### config.mk
export PLATFORM = sky130hd
export DESIGN_NAME = merge_run_sequencer_flat
export DESIGN_NICKNAME = d
export VERILOG_FILES = /design/src/rtl/merge_run_sequencer_if.sv /design/src/rtl/merge_run_sequencer.sv /design/src/flat_wrapper.sv
export SDC_FILE = /design/constraint.sdc
export NUM_CORES = 1
export LEC_CHECK = 0
export ABC_AREA = 1
export CAP_MARGIN = 10
export CELL_PAD_IN_SITES_DETAIL_PLACEMENT = 0
export CELL_PAD_IN_SITES_GLOBAL_PLACEMENT = 1
export CORE_UTILIZATION = 38
export CTS_BUF_LIST = sky130_fd_sc_hd__clkbuf_4 sky130_fd_sc_hd__clkbuf_8
export CTS_CLUSTER_DIAMETER = 120
export DETAILED_ROUTE_END_ITERATION = 7
export PLACE_DENSITY_LB_ADDON = 0.1
export SYNTH_ARGS = -nofsm -noshare
export SYNTH_HDL_FRONTEND = slang
export SYNTH_SLANG_ARGS = --single-unit
export TNS_END_PERCENT = 50
### constraint.sdc
create_clock -name i_clk -period 4.84 [get_ports i_clk]
set_clock_uncertainty 0.15 [all_clocks]
set_input_delay 0.968 -clock i_clk [delete_from_list [all_inputs] [get_ports i_clk]]
set_output_delay 0.968 -clock i_clk [all_outputs]
set_load 0.005 [all_outputs]
### src/rtl/merge_run_sequencer_if.sv
// FIFO-side bundle of the merge sequencer: two FWFT input heads with pop strobes
// and the output FIFO write port with its ready flag.
interface merge_run_sequencer_if #(
    parameter int DATA_W = 32
);
    logic [DATA_W-1:0] i_a_data;
    logic              i_a_empty;
    logic              o_a_read;
    logic [DATA_W-1:0] i_b_data;
    logic              i_b_empty;
    logic              o_b_read;
    logic              i_out_ready;
    logic              o_out_write;
    logic [DATA_W-1:0] o_out_data;

    modport master (
        input  i_a_data, i_a_empty, i_b_data, i_b_empty, i_out_ready,
        output o_a_read, o_b_read, o_out_write, o_out_data
    );

    modport slave (
        output i_a_data, i_a_empty, i_b_data, i_b_empty, i_out_ready,
        input  o_a_read, o_b_read, o_out_write, o_out_data
    );
endinterface

### src/rtl/merge_run_sequencer.sv
// Sequences one 2-way merge pass over zero-terminated sorted runs, popping the
// smaller head each cycle and stopping after a programmed number of run pairs.
module merge_run_sequencer #(
    parameter int DATA_W = 32,
    parameter int RUN_W  = 16
) (
    input  logic                 i_clk,
    input  logic                 i_rst,
    input  logic                 i_start,
    input  logic [RUN_W-1:0]     i_num_runs,
    merge_run_sequencer_if.master bus,
    output logic                 o_busy,
    output logic                 o_done,
    output logic [RUN_W-1:0]     o_runs_done,
    output logic [31:0]          o_elem_count
);

    typedef enum logic [1:0] {
        S_IDLE  = 2'd0,
        S_MERGE = 2'd1,
        S_DONE  = 2'd2
    } state_t;

    state_t            state_q, state_d;
    logic [RUN_W-1:0]  num_runs_q, num_runs_d;
    logic [RUN_W-1:0]  runs_done_q, runs_done_d;
    logic [31:0]       elem_count_q, elem_count_d;
    logic              out_write_q, out_write_d;
    logic [DATA_W-1:0] out_data_q, out_data_d;
    logic              busy_q, busy_d;
    logic              done_q, done_d;

    logic              a_read;
    logic              b_read;
    logic              a_end;
    logic              b_end;
    logic              fire;
    logic [RUN_W-1:0]  runs_inc;

    // Sentinel 0 ranks above every key; equal keys favour A.
    function automatic logic take_a(input logic [DATA_W-1:0] a,
                                    input logic [DATA_W-1:0] b);
        if (a == '0) begin
            return 1'b0;
        end
        if (b == '0) begin
            return 1'b1;
        end
        return (a <= b);
    endfunction

    assign a_end    = (bus.i_a_data == '0);
    assign b_end    = (bus.i_b_data == '0);
    assign runs_inc = runs_done_q + 1'b1;
    assign fire     = (state_q == S_MERGE) && !bus.i_a_empty && !bus.i_b_empty
                      && bus.i_out_ready && !i_rst;

    always_comb begin
        state_d      = state_q;
        num_runs_d   = num_runs_q;
        runs_done_d  = runs_done_q;
        elem_count_d = elem_count_q;
        out_write_d  = 1'b0;
        out_data_d   = out_data_q;
        a_read       = 1'b0;
        b_read       = 1'b0;

        case (state_q)
            S_IDLE, S_DONE: begin
                if (i_start) begin
                    num_runs_d   = i_num_runs;
                    runs_done_d  = '0;
                    elem_count_d = '0;
                    state_d      = (i_num_runs == '0) ? S_DONE : S_MERGE;
                end
            end
            S_MERGE: begin
                if (fire) begin
                    out_write_d = 1'b1;
                    if (a_end && b_end) begin
                        a_read      = 1'b1;
                        b_read      = 1'b1;
                        out_data_d  = '0;
                        runs_done_d = runs_inc;
                        if (runs_inc == num_runs_q) begin
                            state_d = S_DONE;
                        end
                    end else if (take_a(bus.i_a_data, bus.i_b_data)) begin
                        a_read       = 1'b1;
                        out_data_d   = bus.i_a_data;
                        elem_count_d = elem_count_q + 32'd1;
                    end else begin
                        b_read       = 1'b1;
                        out_data_d   = bus.i_b_data;
                        elem_count_d = elem_count_q + 32'd1;
                    end
                end
            end
            default: begin
                state_d = S_IDLE;
            end
        endcase

        busy_d = (state_d == S_MERGE);
        done_d = (state_d == S_DONE);
    end

    always_ff @(posedge i_clk) begin
        if (i_rst) begin
            state_q      <= S_IDLE;
            num_runs_q   <= '0;
            runs_done_q  <= '0;
            elem_count_q <= '0;
            out_write_q  <= 1'b0;
            out_data_q   <= '0;
            busy_q       <= 1'b0;
            done_q       <= 1'b0;
        end else begin
            state_q      <= state_d;
            num_runs_q   <= num_runs_d;
            runs_done_q  <= runs_done_d;
            elem_count_q <= elem_count_d;
            out_write_q  <= out_write_d;
            out_data_q   <= out_data_d;
            busy_q       <= busy_d;
            done_q       <= done_d;
        end
    end

    assign bus.o_a_read    = a_read;
    assign bus.o_b_read    = b_read;
    assign bus.o_out_write = out_write_q;
    assign bus.o_out_data  = out_data_q;
    assign o_busy          = busy_q;
    assign o_done          = done_q;
    assign o_runs_done     = runs_done_q;
    assign o_elem_count    = elem_count_q;

endmodule

### src/flat_wrapper.sv
// flat-port wrapper written by rule: the top's interface ports become plain ports
module merge_run_sequencer_flat 
#(
    parameter int DATA_W = 32,
    parameter int RUN_W  = 16
)
  (i_clk, i_rst, i_start, i_num_runs, o_busy, o_done, o_runs_done, o_elem_count, bus_i_a_data, bus_i_a_empty, bus_i_b_data, bus_i_b_empty, bus_i_out_ready, bus_o_a_read, bus_o_b_read, bus_o_out_write, bus_o_out_data);
  merge_run_sequencer_if #(.DATA_W(DATA_W)) bus_i ();
  input  logic i_clk;
  input  logic i_rst;
  input  logic i_start;
  input  logic [RUN_W-1:0] i_num_runs;
  output logic o_busy;
  output logic o_done;
  output logic [RUN_W-1:0] o_runs_done;
  output logic [31:0] o_elem_count;
  input wire logic [$bits(bus_i.i_a_data)-1:0] bus_i_a_data;
  input wire logic [$bits(bus_i.i_a_empty)-1:0] bus_i_a_empty;
  input wire logic [$bits(bus_i.i_b_data)-1:0] bus_i_b_data;
  input wire logic [$bits(bus_i.i_b_empty)-1:0] bus_i_b_empty;
  input wire logic [$bits(bus_i.i_out_ready)-1:0] bus_i_out_ready;
  output wire logic [$bits(bus_i.o_a_read)-1:0] bus_o_a_read;
  output wire logic [$bits(bus_i.o_b_read)-1:0] bus_o_b_read;
  output wire logic [$bits(bus_i.o_out_write)-1:0] bus_o_out_write;
  output wire logic [$bits(bus_i.o_out_data)-1:0] bus_o_out_data;
  assign bus_i.i_a_data = bus_i_a_data;
  assign bus_i.i_a_empty = bus_i_a_empty;
  assign bus_i.i_b_data = bus_i_b_data;
  assign bus_i.i_b_empty = bus_i_b_empty;
  assign bus_i.i_out_ready = bus_i_out_ready;
  assign bus_o_a_read = bus_i.o_a_read;
  assign bus_o_b_read = bus_i.o_b_read;
  assign bus_o_out_write = bus_i.o_out_write;
  assign bus_o_out_data = bus_i.o_out_data;
  merge_run_sequencer #(.DATA_W(DATA_W), .RUN_W(RUN_W)) u_core (.i_clk(i_clk), .i_rst(i_rst), .i_start(i_start), .i_num_runs(i_num_runs), .bus(bus_i), .o_busy(o_busy), .o_done(o_done), .o_runs_done(o_runs_done), .o_elem_count(o_elem_count));
endmodule
==> results.yml, run 1 <==
run_status:
  status: "complete, no violations"
critical_path:
  required_ns: 3.72
  cp-end-kind: "output port"
  worstPathArrival_ns: 3.42
  cp_max_fo: 5
  path_class: "input pin to output port"
  worstSetupStartpointType: "input pin"
  r2r_slack_ns: 2.12
  reg2reg_depth: 12
synthesis:
  synthArstFlopShare: 0
  yosysWarningCount: 0
  synth_ff_type: "dfxtp_1"
  synthDistinctLibCells: 43
  ys_ff_latch: 101
  synth_nets: 1143
  synth_common_cells: "262 x nand2_1, 120 x nor2_1, 116 x inv_1"
  syn_inst: 1023
  syn_area_per_cell_um2: 6.48
  syn_area_um2: 6630
  synth-edff-count: 0
  synthTopCellsByArea: "dfxtp_1 30%, nand2_1 15%, a21oi_1 7.5%"
  synth.most_common_cell: "nand2_1"
  synth_top_area_frac: 0.305
  synth_area_leader_cell: "dfxtp_1"
  seq_area_frac_synth: 0.305
cts:
  hold_buffers: 0
  clk_path_buf_depth: 2
  cts_tree: "built"
  cts_made_buffers: 9
  clkLatencyLatePin_ns: 0.38
  cts_htree_levels: 3
  clock-sinks: 101
  path_clk_slew_ns: 0.10
  root_buffer: "clkbuf_8"
  cts_resized: 0
  post-cts-setup-buffers: 0
timing:
  clock.fmax_ghz: 0.221
  maxSlewHeadroom: 0.358
  period_needed_ns: 4.53
  setup_viol: 0
  final_max_slew_viol_count: 0
  hold_viol: 0
  fin_crit_sh: 0.937
  tns_ns: 0
  layout_setup_ws_ns: 0.305
  rsz0062_at_grt: "no"
  worstMarginPinSlew_ns: 0.963
layout:
  fin_util: 0.521
  syn2layout_area_growth_pct: 32.1
  diodes: 0
  drive_gt1_frac: 0.0532
  fillCellCount: 1807
  nets: 1299
global_routing:
  antenna_found_initial: 0
  grt_pass1_vias: 6499
  grt_pass1_wl_um: 32500
  grtUsageTotal: 0.227
  grt_max_degree: 86
  gr-total-overflow: 0
route:
  ant_nets: 0
  wl_met2_um: 9040
  vias: 6925
  drt-pass1-iter-count: 4
  wirelength_met1_um: 9590
  vias_per_cell: 4.93
  maxUsedRoutingLayer: "met4"
  initialDrtViolationCount: 421
  met3_length_um: 807
  drt_wl_total_um: 19800
  drc: 0
  wire_per_inst_um: 14.1
floorplanning:
  start_util: 0.394
  core-area_um2: 16800
  die_area_um2: 18000
  io_pins: 171
  fp.dieH_um: 134
  rows: 47
  chipWidth_um: 134
power:
  finalPower_uw: 1890
  irDropWorstVdd_v: 0.000112
  p_per_area_nw_per_um2: 216
  p_leak_uw: 0.00339
placement:
  gp_congestion: 0.858
  pre_cts_slack_ns: 0.315
  io_buffers: 170
  hpwlAfterDp_um: 15300
hold_path:
  hold_depth: 2
  hold_path.class: "register to register"
flow_run:
  maxCapViolCount: 0
-- kinds of logic after synthesis --
| kind of cell | synth area share |
|---|---|
| and+or+nand+nor | 0.371 |
| buffers and inverters | 0.0935 |
| AOI/OAI and AO/OA | 0.121 |
| DFF | 0.305 |
| adders and majority gates | 0.0641 |
| xor gates and xnor gates | 0.0453 |
-- worst max-delay path, cell delays in order --
cell and delay [ns]:
clkdlybuf4s50_1 0.52, inv_1 0.08, ha_1 0.31, a21oi_1 0.15, nor2_1 0.06, nor3_1 0.13
nand2_1 0.09, a21oi_1 0.17, nand2_1 0.09, nand2_2 0.10, nand2_1 0.07, a21oi_1 0.14
clkdlybuf4s50_1 0.53
-- state kept, by name, indices dropped and copies added (netlist names) --
| name | count |
|---|---|
| u_core.num_runs_q | 16 |
| u_core.o_done | 1 |
| u_core.bus.o_out_write | 1 |
| u_core.o_elem_count | 32 |
| u_core.o_busy | 1 |
| u_core.state_q | 2 |
| u_core.bus.o_out_data | 32 |
| u_core.o_runs_done | 16 |
-- final cells by class --
type / count / area [um^2] / share of cell area
tap: 220 / 275 / 0.0314
multi-input combinational: 764 / 3990 / 0.456
timing repair buffer: 182 / 1790 / 0.204
clock buffer: 12 / 159 / 0.0181
inverter: 121 / 457 / 0.0521
clock inverter: 4 / 70.1 / 0.00800
sequential: 101 / 2020 / 0.231
-- cells in the final DEF (no fill, tap or decap), types with 5 or more instances in the layout --
cell type / n
a211oi_1: 16
a21oi_1: 99
a31oi_1: 10
buf_4: 12
clkbuf_8: 11
clkdlybuf4s50_1: 169
dfxtp_1: 101
ha_1: 34
inv_1: 116
nand2_1: 262
nand2_2: 7
nand3_1: 92
nand3b_1: 6
nand4_1: 20
nor2_1: 120
nor2_2: 8
nor2_4: 5
nor3_1: 15
nor4_1: 9
o21ai_0: 8
xnor2_1: 11
xor2_1: 18
-- through the flow --
step	cell area [um^2]	hold WS (ns)	std cells
after global placement	8530	0.302	1388
final	8760	0.321	1404
after detailed placement	8530	0.306	1388
after floorplan	6630	0.291	1023
after CTS	8760	0.322	1404
after global routing	8760	0.342	1404
-- routing by layer --
layer,vias to the layer above,global-route usage
met5,-,0
met4,0,0.0780
met3,20,0.0227
met2,171,0.370
met1,3082,0.311
li1,3652,-
-- final timing paths --
check	startpoint	to
max	bus_i_b_data[29]	bus_o_a_read
min	u_core.bus.o_out_data[2]	u_core.bus.o_out_data[2]
max reg2reg	u_core.state_q[0]	u_core.o_runs_done[9]
min reg2reg	u_core.bus.o_out_data[2]	u_core.bus.o_out_data[2]
-- power breakdown --
group / total [uW] / internal [uW] / switching, uW
combinational: 382 / 173 / 209
sequential: 874 / 854 / 20.5
clock: 636 / 324 / 312
total: 1890 / 1350 / 541
No activity file was read; power rests on OpenSTA's default activity.
==> inputs of run 2 (changes only) <==
- SKIP_LAST_GASP: not set -> 1
==> results of run 2 <==
No change in the layout: final DEF, timing and power equal those of run 1.
==> RTL change 1, RTL diff (flow settings as in run 1) <==
Take the reset off `out_data_q` and load it in a clocked block of its own.
--- a/src/rtl/merge_run_sequencer.sv
+++ b/src/rtl/merge_run_sequencer.sv
@@ -112,7 +112,6 @@
             runs_done_q  <= '0;
             elem_count_q <= '0;
             out_write_q  <= 1'b0;
-            out_data_q   <= '0;
             busy_q       <= 1'b0;
             done_q       <= 1'b0;
         end else begin
@@ -121,10 +120,13 @@
             runs_done_q  <= runs_done_d;
             elem_count_q <= elem_count_d;
             out_write_q  <= out_write_d;
-            out_data_q   <= out_data_d;
             busy_q       <= busy_d;
             done_q       <= done_d;
         end
+    end
+
+    always_ff @(posedge i_clk) begin
+        out_data_q <= out_data_d;
     end
 
     assign bus.o_a_read    = a_read;
Check against the original RTL: differs if i_rst is asserted again (counterexample within 4 cycles, from zero or initial values and one cycle with i_rst high); with i_rst held inactive, the same outputs for 4 cycles.
==> RTL change 1 against run 1 <==
  * Synthesized area shrank 0.85%
  * Register-to-register slack lost 0.07 ns
  * Wire length shrank 5.6%
  * Sequential cell count is the same
  * Cell area shrank 1.4%
  * Hold slack gained 0.0036 ns
  * Worst setup slack gained 0.025 ns
  * Via count shrank 6.0%
  * Power shrank 6.6%
  * Clock power shrank 14%
  * Critical path type unchanged
==> RTL change 1: results <==
export IMPL_fill_cells=1744
export IMPL_crit_family="buffers and inverters"
export IMPL_tightest_slew_ns=0.878
export IMPL_firstDrtPassIters=5
export IMPL_dr_first_iter_drc_count=385
export IMPL_track_usage_pct=21.2
export IMPL_ys_seq_area_share_pct=35.6
export IMPL_worstReg2RegEnd="u_core.o_elem_count[6]"
export IMPL_multiInputGateArea_um2=3680
export IMPL_antenna_cells=0
export IMPL_dpl_cell_area_um2=8450
export IMPL_syn_num_nets=1066
export IMPL_grt_start_max_net_pins=57
export IMPL_rrSetupSlack_ns=2.05
export IMPL_min_path_type="flip-flop to flip-flop"
export IMPL_hp_start="u_core.num_runs_q[13]"
export IMPL_grt_pass1_vias=5953
export IMPL_cp_max_fo=4
export IMPL_ys_types=46
export IMPL_clk_path_buf_depth=2
export IMPL_r2r_worst_path_cells=10
export IMPL_ir_drop_mv=0.106
export IMPL_status="completed"
export IMPL_cp_startpoint="bus_i_b_data[21]"
export IMPL_drive_gt1_share_pct=6.21
export IMPL_globalplace_congestion=0.858
export IMPL_wl_mm=18.6
export IMPL_arrival_ns=3.39
export IMPL_grt_pass1_wl_mm=30.1
export IMPL_leakage_nw=3.38
export IMPL_netlist_top_cells_area="dfxtp_1 (21%), nand2_1 (15%), edfxtp_1 (15%)"
export IMPL_max_stage_delay_ns=0.56
export IMPL_viasPerCell=4.89
export IMPL_htreeDepth=3
export IMPL_synth_warnings=0
export IMPL_synth_edf_count=32
export IMPL_cp_endpoint="bus_o_a_read"
export IMPL_clockRootBuffer="clkbuf_8"
export IMPL_finalNetCount=1227
export IMPL_dp_hpwl_mm=14.2
export IMPL_synth_common_cells="nand2_1 (266), nor2_1 (116), inv_1 (105), nand3_1 (76), dfxtp_1 (69)"
RTL change 1: report_power, final:
part | internal, mW | switching, mW | total [mW]
sequential | 0.895 | 0.00739 | 0.902
clock | 0.216 | 0.332 | 0.548
combinational | 0.142 | 0.174 | 0.317
total | 1.25 | 0.514 | 1.77
RTL change 1: worst register-to-register path, stage by stage (launching register included):
cell     delay, ns
dfxtp_1       0.34
inv_1         0.08
nor2_4        0.37
nand4_2       0.26
nand2_2       0.15
nand2_2       0.32
inv_2         0.46
nand2_1       0.12
o21ai_1       0.21
nand3_1       0.10
o21a_1        0.11
RTL change 1: per-stage QoR:
| step | cells | hold WS (ns) | worst slack [ns] | total power, mW |
|---|---|---|---|---|
| after floorplan | 946 | 0.291 | 1.42 | 1.10 |
| after global placement | 1316 | 0.305 | 0.309 | 1.24 |
| after detailed placement | 1316 | 0.309 | 0.171 | 1.24 |
| after CTS | 1332 | 0.327 | 0.152 | 1.79 |
| after global routing | 1332 | 0.353 | 0.102 | 1.86 |
| final | 1332 | 0.325 | 0.330 | 1.77 |
RTL change 1: layout make-up:
class                   instances  share of cell area (%)
clock buffers                  11                    1.75
clock inverters                 5                   0.391
inverters                     109                    4.74
multi-input cells             709                    42.6
flip-flops and latches        101                    27.1
well taps                     220                    3.19
repair buffers                177                    20.3
RTL change 1: how the worst min path moves through the flow:
stage                                       end  slack, ns
after global placement    u_core.num_runs_q[13]       0.30
after detailed placement  u_core.num_runs_q[13]       0.31
after floorplan           u_core.num_runs_q[12]       0.29
after CTS                 u_core.num_runs_q[13]       0.33
final                     u_core.num_runs_q[13]       0.32
after global routing      u_core.num_runs_q[13]       0.35
RTL change 1: cell families after synthesis:
group / share of synthesized area, %
buffers and inverters: 8.60
flip-flops: 35.6
adder cells (fa/ha/maj): 6.47
AO/OA/AOI/OAI: 9.40
XOR/XNOR: 3.20
AND/OR/NAND/NOR: 36.7
RTL change 1: layer usage:
layer	track usage, %	share of wire, %	up-vias
met4	7.07	1.7	0
li1	-	-	3431
met1	29.5	49	2911
met2	33.6	44	148
met3	3.27	4.5	17
met5	0	0	-
==> RTL change 2, RTL diff (flow settings as in run 1) <==
Without the edit above. `RUN_W` is set to 16 in 2 places; all go to 24.
--- a/src/rtl/merge_run_sequencer.sv
+++ b/src/rtl/merge_run_sequencer.sv
@@ -2,7 +2,7 @@
 // smaller head each cycle and stopping after a programmed number of run pairs.
 module merge_run_sequencer #(
     parameter int DATA_W = 32,
-    parameter int RUN_W  = 16
+    parameter int RUN_W  = 24
 ) (
     input  logic                 i_clk,
     input  logic                 i_rst,
--- a/src/flat_wrapper.sv
+++ b/src/flat_wrapper.sv
@@ -2,7 +2,7 @@
 module merge_run_sequencer_flat 
 #(
     parameter int DATA_W = 32,
-    parameter int RUN_W  = 16
+    parameter int RUN_W  = 24
 )
   (i_clk, i_rst, i_start, i_num_runs, o_busy, o_done, o_runs_done, o_elem_count, bus_i_a_data, bus_i_a_empty, bus_i_b_data, bus_i_b_empty, bus_i_out_ready, bus_o_a_read, bus_o_b_read, bus_o_out_write, bus_o_out_data);
   merge_run_sequencer_if #(.DATA_W(DATA_W)) bus_i ();
Interface: changed (resized i_num_runs and o_runs_done); port bits go from 171 to 187. The function was not compared with the original's and may differ.
==> RTL change 2 against run 1 <==
  * Cell area increased by 14%
  * Count of clock-buffer cells in the layout grew 8
  * First-iteration DRC count is 6.7% lower
  * Non-clock buffer count rose by 17
  * Core utilization shrank 0.85 points
  * Worst setup slack got worse by 0.0024 ns
  * Sequential cell count rose by 16
  * Wire length increased by 25%
  * Power increased by 21%
  * Synthesized area up 14%
==> RTL change 2: results <==
export IMPL_status="completed"
export IMPL_ys_seq_area_share_pct=30.9
export IMPL_routed_top_layer="met5"
export IMPL_numCtsBuffers=17
export IMPL_leakage_nw=3.94
export IMPL_tightest_slew_ns=0.929
export IMPL_syn_num_nets=1313
export IMPL_viasPerCell=4.96
export IMPL_path_clk_slew_ns=0.07
export IMPL_dr_wl_met3_mm=1.48
export IMPL_dr_first_iter_drc_count=393
export IMPL_ir_drop_mv=0.163
export IMPL_wl_mm=24.8
export IMPL_grt_pass1_vias=7740
export IMPL_dp_hpwl_mm=18.7
export IMPL_max_stage_delay_ns=0.54
export IMPL_drive_gt1_share_pct=5.19
export IMPL_slowest_stage="clkdlybuf4s50_1"
export IMPL_hold_violations=0
export IMPL_postSynth_asyncResetShare_pct=0
export IMPL_clk_path_buf_depth=2
export IMPL_firstDrtPassIters=4
export IMPL_dpl_cell_area_um2=9680
export IMPL_cp_max_fo=4
export IMPL_fill_cells=2092
export IMPL_portBuffers=186
export IMPL_drt_met1_wl_mm=11.2
export IMPL_synthCells=1185
export IMPL_synth_warnings=0
export IMPL_cts_resized=0
export IMPL_grt_start_max_net_pins=71
export IMPL_crit_family="buffers and inverters"
export IMPL_dp_cells=1605
export IMPL_antenna_found_initial=1
export IMPL_met2_length_mm=11.5
export IMPL_ys_types=40
export IMPL_swShare_pct=31.2
export IMPL_track_usage_pct=25.3
export IMPL_synthFlopType="dfxtp_1"
export IMPL_clockRootBuffer="clkbuf_8"
export IMPL_htreeDepth=4
export IMPL_synth_common_cells="nand2_1 (303), nor2_1 (144), inv_1 (126), dfxtp_1 (117), a21oi_1 (104)"
export IMPL_p_sw_mw=0.711
export IMPL_globalplace_congestion=0.897
export IMPL_postLayoutCoreUtil_pct=51.2
export IMPL_grt_pass1_wl_mm=40.0
export IMPL_p_clk_share_pct=34.8
export IMPL_pre_cts_slack_ns=0.293
export IMPL_netlist_top_cells_area="dfxtp_1 (31%), nand2_1 (15%), nor2_1 (7.1%)"
export IMPL_clk_latency_ns=0.44
export IMPL_wire_per_inst_um=15.2
export IMPL_min_path_type="flip-flop to flip-flop"
export IMPL_combPwrFrac_pct=19.8
export IMPL_finalNetCount=1487
[RTL change 2: cell count changes after synthesis, sizes merged, moves of 5 or more]
cell           run 1  this run
nand2            270       311
xor2              18        11
o21ai             11        50
clkbuf            23        29
inv              120       131
a21oi             99       104
nand3b             6        33
nand3             94        99
xnor2             11         5
dfxtp            101       117
nor2             134       154
[RTL change 2: final cells by class]
| cell class | instances | share of cell area [%] |
|---|---|---|
| Clock buffer | 20 | 2.63 |
| Clock inverter | 9 | 0.600 |
| Inverter | 132 | 4.95 |
| Multi-Input combinational cell | 892 | 45.6 |
| Sequential cell | 117 | 23.4 |
| Tap cell | 265 | 3.31 |
| Timing Repair Buffer | 199 | 19.5 |
[RTL change 2: cells by family after synthesis]
| logic type | after synthesis | share of synthesized area (%) |
|---|---|---|
| xor gates and xnor gates | 17 | 2.26 |
| and+or+nand+nor | 648 | 38.3 |
| buffers and inverters | 176 | 8.98 |
| AOI/OAI and AO/OA | 193 | 13.9 |
| adders and majority gates | 34 | 5.61 |
| DFF | 117 | 30.9 |
[RTL change 2: metal layers]
layer | up-vias | GRT usage (%)
met1 | 3619 | 31.7
met4 | 2 | 10.4
li1 | 4254 | -
met5 | - | 0
met3 | 37 | 6.61
met2 | 200 | 41.1
[RTL change 2: worst paths after layout]
path                                               start                  endpoint  slack, ns  cells after the start
worst max-delay path                    bus_i_b_data[31]              bus_o_a_read       0.30                     12
worst min-delay path            u_core.bus.o_out_data[0]  u_core.bus.o_out_data[0]       0.31                      2
worst max register to register         u_core.state_q[0]    u_core.o_runs_done[23]       2.13                     11
worst min register to register  u_core.bus.o_out_data[0]  u_core.bus.o_out_data[0]       0.31                      2
